File: src/rtl/sample_readout.sv
// Streams pre-trigger-aligned samples from the 4-channel circular sample RAM to the TX FIFO.
// Define SAMPLE_READOUT_HEADER_EN to prefix each readout with a 4-byte header.
module sample_readout #(
    parameter int RAM_WIDTH = 10
) (
    input  logic                 clk,
    input  logic                 rstn,
    input  logic                 data_ready,
    input  logic                 start_read,
    input  logic [RAM_WIDTH-1:0] wraddress_triggerpoint,
    input  logic [RAM_WIDTH-1:0] triggerpoint,
    input  logic [RAM_WIDTH-1:0] nsmp,
    input  logic [3:0]           chanmask,
    output logic                 rden,
    output logic [RAM_WIDTH-1:0] rdaddress,
    input  logic [7:0]           ram_q1,
    input  logic [7:0]           ram_q2,
    input  logic [7:0]           ram_q3,
    input  logic [7:0]           ram_q4,
    output logic [7:0]           tx_data,
    output logic                 tx_valid,
    input  logic                 tx_ready,
    output logic                 busy,
    output logic                 done,
    output logic                 aborted
);

    typedef enum logic [2:0] {S_IDLE, S_HDR, S_ADDR, S_WAIT, S_SEND, S_DONE} state_t;

    state_t               r_state;
    logic [RAM_WIDTH-1:0] r_base;
    logic [RAM_WIDTH-1:0] r_nsmp;
    logic [RAM_WIDTH-1:0] r_idx;
    logic [3:0]           r_mask;
    logic [1:0]           r_ch;
    logic                 r_rden;
    logic [RAM_WIDTH-1:0] r_rdaddress;
    logic [7:0]           r_tx_data;
    logic                 r_tx_valid;
    logic                 r_busy;
    logic                 r_done;
    logic                 r_aborted;
`ifdef SAMPLE_READOUT_HEADER_EN
    logic [1:0]           r_hdr_cnt;
    logic [15:0]          w_nsmp16;
    logic [7:0]           w_hdr_next;
`endif

    logic [RAM_WIDTH-1:0] w_base;
    logic [RAM_WIDTH-1:0] w_idx_inc;
    logic                 w_ch_end;
    logic [3:0]           w_above;
    logic [1:0]           w_ch_nx;
    logic                 w_last_ch;
    logic                 w_accept;
    logic                 w_empty_in;
    logic [7:0]           w_ram_q;

    function automatic logic [1:0] f_lowest(input logic [3:0] m);
        logic       found;
        logic [1:0] res;
        found = 1'b0;
        res   = '0;
        for (int unsigned i = 0; i < 4; i++) begin
            if (m[i] && !found) begin
                res   = 2'(i);
                found = 1'b1;
            end
        end
        return res;
    endfunction

    assign w_base     = wraddress_triggerpoint - triggerpoint;
    assign w_idx_inc  = r_idx + 1'b1;
    assign w_ch_end   = (w_idx_inc == r_nsmp);
    // Channels strictly above the current one: clear bits 0..r_ch of the latched mask.
    assign w_above    = r_mask & ~(4'((5'd2 << r_ch) - 5'd1));
    assign w_ch_nx    = f_lowest(w_above);
    assign w_last_ch  = (w_above == '0);
    assign w_accept   = r_tx_valid && tx_ready;
    assign w_empty_in = (chanmask == '0) || (nsmp == '0);

    always_comb begin
        w_ram_q = ram_q1;
        case (r_ch)
            2'd1:    w_ram_q = ram_q2;
            2'd2:    w_ram_q = ram_q3;
            2'd3:    w_ram_q = ram_q4;
            default: w_ram_q = ram_q1;
        endcase
    end

`ifdef SAMPLE_READOUT_HEADER_EN
    assign w_nsmp16 = 16'(r_nsmp);
    always_comb begin
        w_hdr_next = w_nsmp16[7:0];
        case (r_hdr_cnt)
            2'd0:    w_hdr_next = {4'b0, r_mask};
            2'd1:    w_hdr_next = w_nsmp16[15:8];
            default: w_hdr_next = w_nsmp16[7:0];
        endcase
    end
`endif

    always_ff @(posedge clk or negedge rstn) begin
        if (!rstn) begin
            r_state     <= S_IDLE;
            r_base      <= '0;
            r_nsmp      <= '0;
            r_idx       <= '0;
            r_mask      <= '0;
            r_ch        <= '0;
            r_rden      <= 1'b0;
            r_rdaddress <= '0;
            r_tx_data   <= '0;
            r_tx_valid  <= 1'b0;
            r_busy      <= 1'b0;
            r_done      <= 1'b0;
            r_aborted   <= 1'b0;
`ifdef SAMPLE_READOUT_HEADER_EN
            r_hdr_cnt   <= '0;
`endif
        end else begin
            r_done    <= 1'b0;
            r_aborted <= 1'b0;
            case (r_state)
                S_IDLE: begin
                    if (start_read && data_ready) begin
                        r_base <= w_base;
                        r_nsmp <= nsmp;
                        r_mask <= chanmask;
                        r_ch   <= f_lowest(chanmask);
                        r_idx  <= '0;
                        r_busy <= 1'b1;
`ifdef SAMPLE_READOUT_HEADER_EN
                        r_hdr_cnt  <= '0;
                        r_tx_data  <= 8'hA5;
                        r_tx_valid <= 1'b1;
                        r_state    <= S_HDR;
`else
                        if (w_empty_in) begin
                            r_busy  <= 1'b0;
                            r_done  <= 1'b1;
                            r_state <= S_DONE;
                        end else begin
                            r_rden      <= 1'b1;
                            r_rdaddress <= w_base;
                            r_state     <= S_ADDR;
                        end
`endif
                    end
                end
`ifdef SAMPLE_READOUT_HEADER_EN
                S_HDR: begin
                    if (w_accept) begin
                        if (!data_ready) begin
                            r_tx_valid <= 1'b0;
                            r_aborted  <= 1'b1;
                            r_busy     <= 1'b0;
                            r_state    <= S_IDLE;
                        end else if (r_hdr_cnt == 2'd3) begin
                            r_tx_valid <= 1'b0;
                            if (r_mask == '0 || r_nsmp == '0) begin
                                r_busy  <= 1'b0;
                                r_done  <= 1'b1;
                                r_state <= S_DONE;
                            end else begin
                                r_rden      <= 1'b1;
                                r_rdaddress <= r_base;
                                r_state     <= S_ADDR;
                            end
                        end else begin
                            r_hdr_cnt <= r_hdr_cnt + 1'b1;
                            r_tx_data <= w_hdr_next;
                        end
                    end
                end
`endif
                S_ADDR: begin
                    r_rden <= 1'b0;
                    if (!data_ready) begin
                        r_aborted <= 1'b1;
                        r_busy    <= 1'b0;
                        r_state   <= S_IDLE;
                    end else begin
                        r_state <= S_WAIT;
                    end
                end
                S_WAIT: begin
                    r_tx_data  <= w_ram_q;
                    r_tx_valid <= 1'b1;
                    r_state    <= S_SEND;
                end
                S_SEND: begin
                    if (w_accept) begin
                        r_tx_valid <= 1'b0;
                        if (!data_ready) begin
                            r_aborted <= 1'b1;
                            r_busy    <= 1'b0;
                            r_state   <= S_IDLE;
                        end else if (w_ch_end) begin
                            r_idx <= '0;
                            r_ch  <= w_ch_nx;
                            if (w_last_ch) begin
                                r_busy  <= 1'b0;
                                r_done  <= 1'b1;
                                r_state <= S_DONE;
                            end else begin
                                r_rden      <= 1'b1;
                                r_rdaddress <= r_base;
                                r_state     <= S_ADDR;
                            end
                        end else begin
                            r_idx       <= w_idx_inc;
                            r_rden      <= 1'b1;
                            r_rdaddress <= r_base + w_idx_inc;
                            r_state     <= S_ADDR;
                        end
                    end
                end
                S_DONE:  r_state <= S_IDLE;
                default: r_state <= S_IDLE;
            endcase
        end
    end

    assign rden      = r_rden;
    assign rdaddress = r_rdaddress;
    assign tx_data   = r_tx_data;
    assign tx_valid  = r_tx_valid;
    assign busy      = r_busy;
    assign done      = r_done;
    assign aborted   = r_aborted;

endmodule
File: config.mk
export PLATFORM = sky130hd
export DESIGN_NAME = sample_readout
export DESIGN_NICKNAME = d
export VERILOG_FILES = /design/src/rtl/sample_readout.sv
export SDC_FILE = /design/constraint.sdc
export NUM_CORES = 1
export LEC_CHECK = 0
export CAP_MARGIN = 20
export CORE_MARGIN = 3
export CORE_UTILIZATION = 47
export DETAILED_ROUTE_END_ITERATION = 10
export PLACE_DENSITY = 0.78
export SYNTH_ARGS = -nofsm -noshare
export SYNTH_HDL_FRONTEND = slang
export SYNTH_SLANG_ARGS = --single-unit
File: constraint.sdc
create_clock -name clk -period 2.9 [get_ports clk]
set_input_delay 0.29 -clock clk [delete_from_list [all_inputs] [get_ports clk]]
set_output_delay 0.29 -clock clk [all_outputs]
set_load 0.005 [all_outputs]
-- Word level (Yosys, flattened, before mapping)
Cells that the tools add are included.
- add/subtract/negate cells: 4
- equality and inequality tests: 16
- shifts and indexed selects: 1
- multiplexer cells: 71
- bitwise gates (word level): 2
- reductions and logical operators: 30
- operator list (cell ; number):
    2-to-1 mux 10 bit ; 10
    case mux 10 bit (2 select lines) ; 2
    2-to-1 mux 1 bit ; 36
    case mux 8 bit (3 select lines) ; 1
    2-to-1 mux 2 bit ; 9
    2-to-1 mux 3 bit ; 6
    AND reduction 6 bit ; 3
    inequality test 2 bit (second input constant) ; 6
    case mux 3 bit (4 select lines) ; 1
    adder 10 x 1 -> 10 bit (second input constant) ; 1
    adder 10 bit ; 1
    equality test 10 bit ; 1
    logical NOT 10 bit ; 1
    subtractor 10 bit ; 1
    inequality test 3 bit (second input constant) ; 3
    logical AND 1 bit ; 8
    logical NOT 4 bit ; 2
    equality test 3 x 2 -> 1 bit (second input constant) ; 2
    logical NOT 1 bit ; 6
    case mux 1 bit (2 select lines) ; 3
    case mux 1 bit (3 select lines) ; 2
    AND reduction 2 bit ; 3
    AND reduction 5 bit ; 1
    AND 4 bit ; 1
    other kinds (12) ; 14
- bits in registers: 62
- input port bits: 71
- output and inout port bits: 23
- word-level logic and storage cells: 137

-- Longest topological paths before layout
- depth after elaboration: 18
- gate-level depth with buffers: 13
- gate-level depth less buffers: 12

-- Worst setup path before layout
Ideal clock, no wire load.
- kind: register to register
- from: reg r_idx[0]
- to: reg r_rdaddress[9], in the netlist rdaddress[9]
- data arrival time: 2.614 ns
- setup slack: 0.165 ns
- stages on the path, launching flop included: 13
- buffers on the path: 1
- clock period less this slack: 2.735 ns
- path through: dfrtp_1 ha_1 buf_2 nand3_1 xnor2_1 ha_1 nand3_1 o2111ai_1 a41oi_1 or3_1 a2bb2oi_1 nor4_1 a22o_1
- cells in the longest elaborated chain, start to end: 6
- RTL lines (item ; RTL line ; RTL):
    start: declaration ; 33 ; logic [RAM_WIDTH-1:0] r_idx;
    start signal: assignment ; 214 ; r_idx <= w_idx_inc;
    adder 10 x 1 -> 10 bit (*) ; 74 ; assign w_idx_inc = r_idx + 1'b1;
    adder 10 bit / equality test 10 bit (equally long branches) ; 216, 75 ;
    2-to-1 mux 10 bit ; 201 ; end else if (w_ch_end) begin
    2-to-1 mux 10 bit ; 197 ; if (!data_ready) begin
    2-to-1 mux 10 bit ; 195 ; if (w_accept) begin
    case mux 10 bit (2 select lines) ; 126 ; case (r_state)
    end signal: assignment ; 147 ; r_rdaddress <= w_base;
    end signal: assignment ; 210 ; r_rdaddress <= r_base;
    end signal: assignment ; 216 ; r_rdaddress <= r_base + w_idx_inc;
    end: declaration ; 37 ; logic [RAM_WIDTH-1:0] r_rdaddress;
Mark *: on every way between the ends. The rest lies on a longest branch, timed or not. The select of a mux whose other input is x is not followed.
A chain may end at the register's enable or synchronous reset.

-- Final worst setup path
Same ends and word-level chain as after synthesis.

==> impl_metrics.toml <==
[yosys]
synthArstFlopShare_pct = 100
synth-edff-count = 0
synth_cell_types = 74
ys_ff_latch = 61
synth_ff_type = "dfrtp_1"
syn_avg_cell_area_um2 = 9.70
synth_cells = 453
ys.warnings.count = 0
synth_area_um2 = 4400
yosysSeqAreaShare_pct = 34.7
syn-num-nets = 545

[pwr]
power.density_nw_per_um2 = 766
leakage_uw = 0.00247
vdd_drop_max_mv = 0.384

[sta]
slew_violations = 0
hold_viol_final = 0
fin_setup_tns_ns = 0
setup_viol_count_final = 0
holdWs_ns = 0.0928
fin_crit_sh_pct = 96.3
tightest_slew_ns = 0.806
fin_skew_ns = 0.00717
relSlewSlack_pct = 46.2
rsz0062_at_grt = "true"
clock.fmax_ghz = 0.358
min_period_ns = 2.79

[place]
dp_hpwl_um = 9180
io_buffers = 93
place_area_um2 = 5510
gp_congestion = 0.936

[clock_network]
clkLatencyLatePin_ns = 0.36
cts_tree = "yes"
root_buffer = "clkbuf_8"
numCtsBuffers = 9
clock_sink_count = 61
clockBufferDepth = 2
h-tree-depth = 3
clkTransAtPathRegs_ns = 0.07

[finish]
final_nets = 651
drive_gt1_share_pct = 18.3
area_growth_pct = 34.4
finalCoreUtilization_pct = 66.5
nFillCells = 691
finalInstanceArea_um2 = 5910
antenna_cells = 0

[critical_path]
cp-start-kind = "flip-flop"
r2r-end = "rdaddress[9]"
reg2reg_from = "r_idx[0]"
crit_type = "reg2reg"
reg2reg_setup_slack_ns = 0.11
reg2reg_depth = 12
crit_fanout = 6
slowest_delay_ns = 0.39
end_kind = "flip-flop"
cpMaxStageDelayCell = "dfrtp_1"
crit_chain = "buf_4 > and3_2 > and3_4 > xor2_2 > ha_2 > nor3_1 > nor2_1 > a41oi_2 > or3_1 > a2bb2oi_1 > nor4_1 > a22o_1"
cp.required_ns = 3.15
worstPathArrival_ns = 3.04

[global_route]
grt-ovfl-total = 0
grt_pass1_vias = 3969
antenna_found_initial = 0
grt_pass1_wl_um = 19500
grtUsageTotal_pct = 23.9
grt_max_degree = 62

[routing]
wirelength_um = 12400
vias = 4003
ant_nets = 0
via_per_inst = 5.96
firstDrtPassIters = 4
drc_errors = 0
drt_iter0_markers = 194
wire_per_inst_um = 18.5

[flow_run]
maxCapViolCount = 0

[floorplan]
core_area_um2 = 8890
start_util_pct = 49.4
dieArea_um2 = 10500
rows = 34
io_pins = 94
die_w_um = 103
die_h_um = 103

[outcome]
status = "completed"

[worst_hold_path]
hold_class = "in2async"
[area by class of cell]
cell class                 count  area (µm²)  area share, %
multi-input combinational    342        2740           46.4
sequential                    61        1530           25.9
timing repair buffer         119        1150           19.4
clock buffer                  13         169           2.86
tap                          108         135           2.29
inverter                      26        97.6           1.65
clock inverter                 3        90.1           1.52
[registers in the layout (all words and copies together) (netlist names)]
signal and count:
rdaddress 10, rden 1, tx_valid 1, r_idx 10, busy 1, r_ch 2, aborted 1, r_state 3
r_nsmp 10, r_mask 3, done 1, r_base 10, tx_data 8
[metrics by stage]
step | std cells | setup WS (ns) | power (µW)
after floorplan | 453 | 0.165 | 2640
after global placement | 651 | 0.136 | 3390
after detailed placement | 651 | 0.00951 | 3470
after CTS | 667 | 0.0466 | 4490
after global routing | 672 | -0.0461 | 4810
final | 672 | 0.109 | 4530
[power breakdown]
| group | internal (µW) | leakage (µW) | switching (µW) |
|---|---|---|---|
| sequential | 1180 | 0.000761 | 376 |
| combinational | 1120 | 0.00158 | 856 |
| clock | 642 | 0.000130 | 348 |
| total | 2950 | 0.00247 | 1580 |
[what timing repair did]
action                                  CTS  global route
gates cloned                              0             0
buffers inserted                          0             5
resized for setup                         2            18
pin swaps                                 0             5
endpoints found under the hold margin     0             0
hold buffers                              0             0
endpoints found under the setup margin    1            19
[synthesized netlist by cell type, types with 5 or more instances]
library cell / number / area [µm²]
a21oi_1: 12 / 60.1
a211oi_1: 11 / 82.6
a22o_1: 13 / 114
nand2_1: 30 / 113
nor2b_1: 5 / 31.3
dfrtp_1: 61 / 1530
xnor2_1: 22 / 193
clkbuf_1: 11 / 41.3
inv_1: 25 / 93.8
o21ai_0: 30 / 150
mux4_2: 8 / 180
nand3_1: 10 / 50.1
mux2_2: 23 / 259
nor4_1: 8 / 50.1
nand2b_1: 8 / 50.1
nor3_1: 19 / 95.1
nor2_1: 18 / 67.6
ha_1: 19 / 238
o31ai_1: 13 / 97.6
xor2_1: 9 / 78.8
[worst max-delay path by stage]
stage                     startpoint            to  slack (ns)  cells after the start
after floorplan             r_idx[0]  rdaddress[9]        0.16                     12
after global placement      r_idx[0]  rdaddress[9]        0.14                     12
after detailed placement    r_idx[0]  rdaddress[9]        0.01                     12
after CTS                   r_idx[1]  rdaddress[9]        0.05                     11
after global routing        r_idx[1]  rdaddress[9]       -0.05                     11
final                       r_idx[0]  rdaddress[9]        0.11                     12
[metal layers]
metal  global-route usage, %  share of wire (%)  vias up
li1                        -                  -     1894
met1                    30.7                 42     1927
met2                    39.7                 50      158
met3                    3.86                6.0       24
met4                    10.6                2.3        0
met5                       0                  0        -
[critical path, delay by kind of cell, from the launching register on]
kind / cells / cell delay [ns]
adder cells (fa/ha/maj): 1 / 0.37
flip-flops: 1 / 0.39
AND/OR/NAND/NOR: 6 / 1.08
XOR/XNOR: 1 / 0.16
buffers and inverters: 1 / 0.17
AO/OA/AOI/OAI: 3 / 0.51
[logic make-up (layout without fill, tap and decap cells)]
| kind of cell | after synthesis | after routing | share of synthesized area, % |
|---|---|---|---|
| simple gates | 136 | 136 | 17.2 |
| fa+ha+maj | 21 | 21 | 6.32 |
| flops | 61 | 61 | 34.7 |
| compound gates | 119 | 119 | 18.9 |
| xor+xnor | 33 | 33 | 7.23 |
| mux | 33 | 33 | 10.4 |
| buf+inv | 50 | 161 | 5.15 |
[layout by cell type (no fill, tap or decap), types with 3 or more instances in the layout]
cell type / n
a211oi_1: 9
or3_1: 4
xnor2_1: 21
mux4_2: 8
nor2_4: 3
nand2_1: 30
and3_1: 3
nand4_1: 3
and2_1: 3
a211o_1: 4
bufinv_16: 3
nand2b_1: 8
ha_1: 15
nor2_1: 17
dfrtp_1: 60
buf_4: 24
o211ai_1: 4
a21o_1: 4
inv_1: 25
clkbuf_8: 12
o31ai_1: 13
nand3_1: 9
nor3b_1: 4
xor2_1: 7
ha_2: 3
nor3_1: 19
clkdlybuf4s50_1: 92
o21ai_0: 30
a22o_1: 13
nor2b_1: 5
a21oi_1: 12
o21a_1: 4
mux2_2: 23
or2_2: 3
nor4_1: 7
Power figures use the tool's default switching activity.
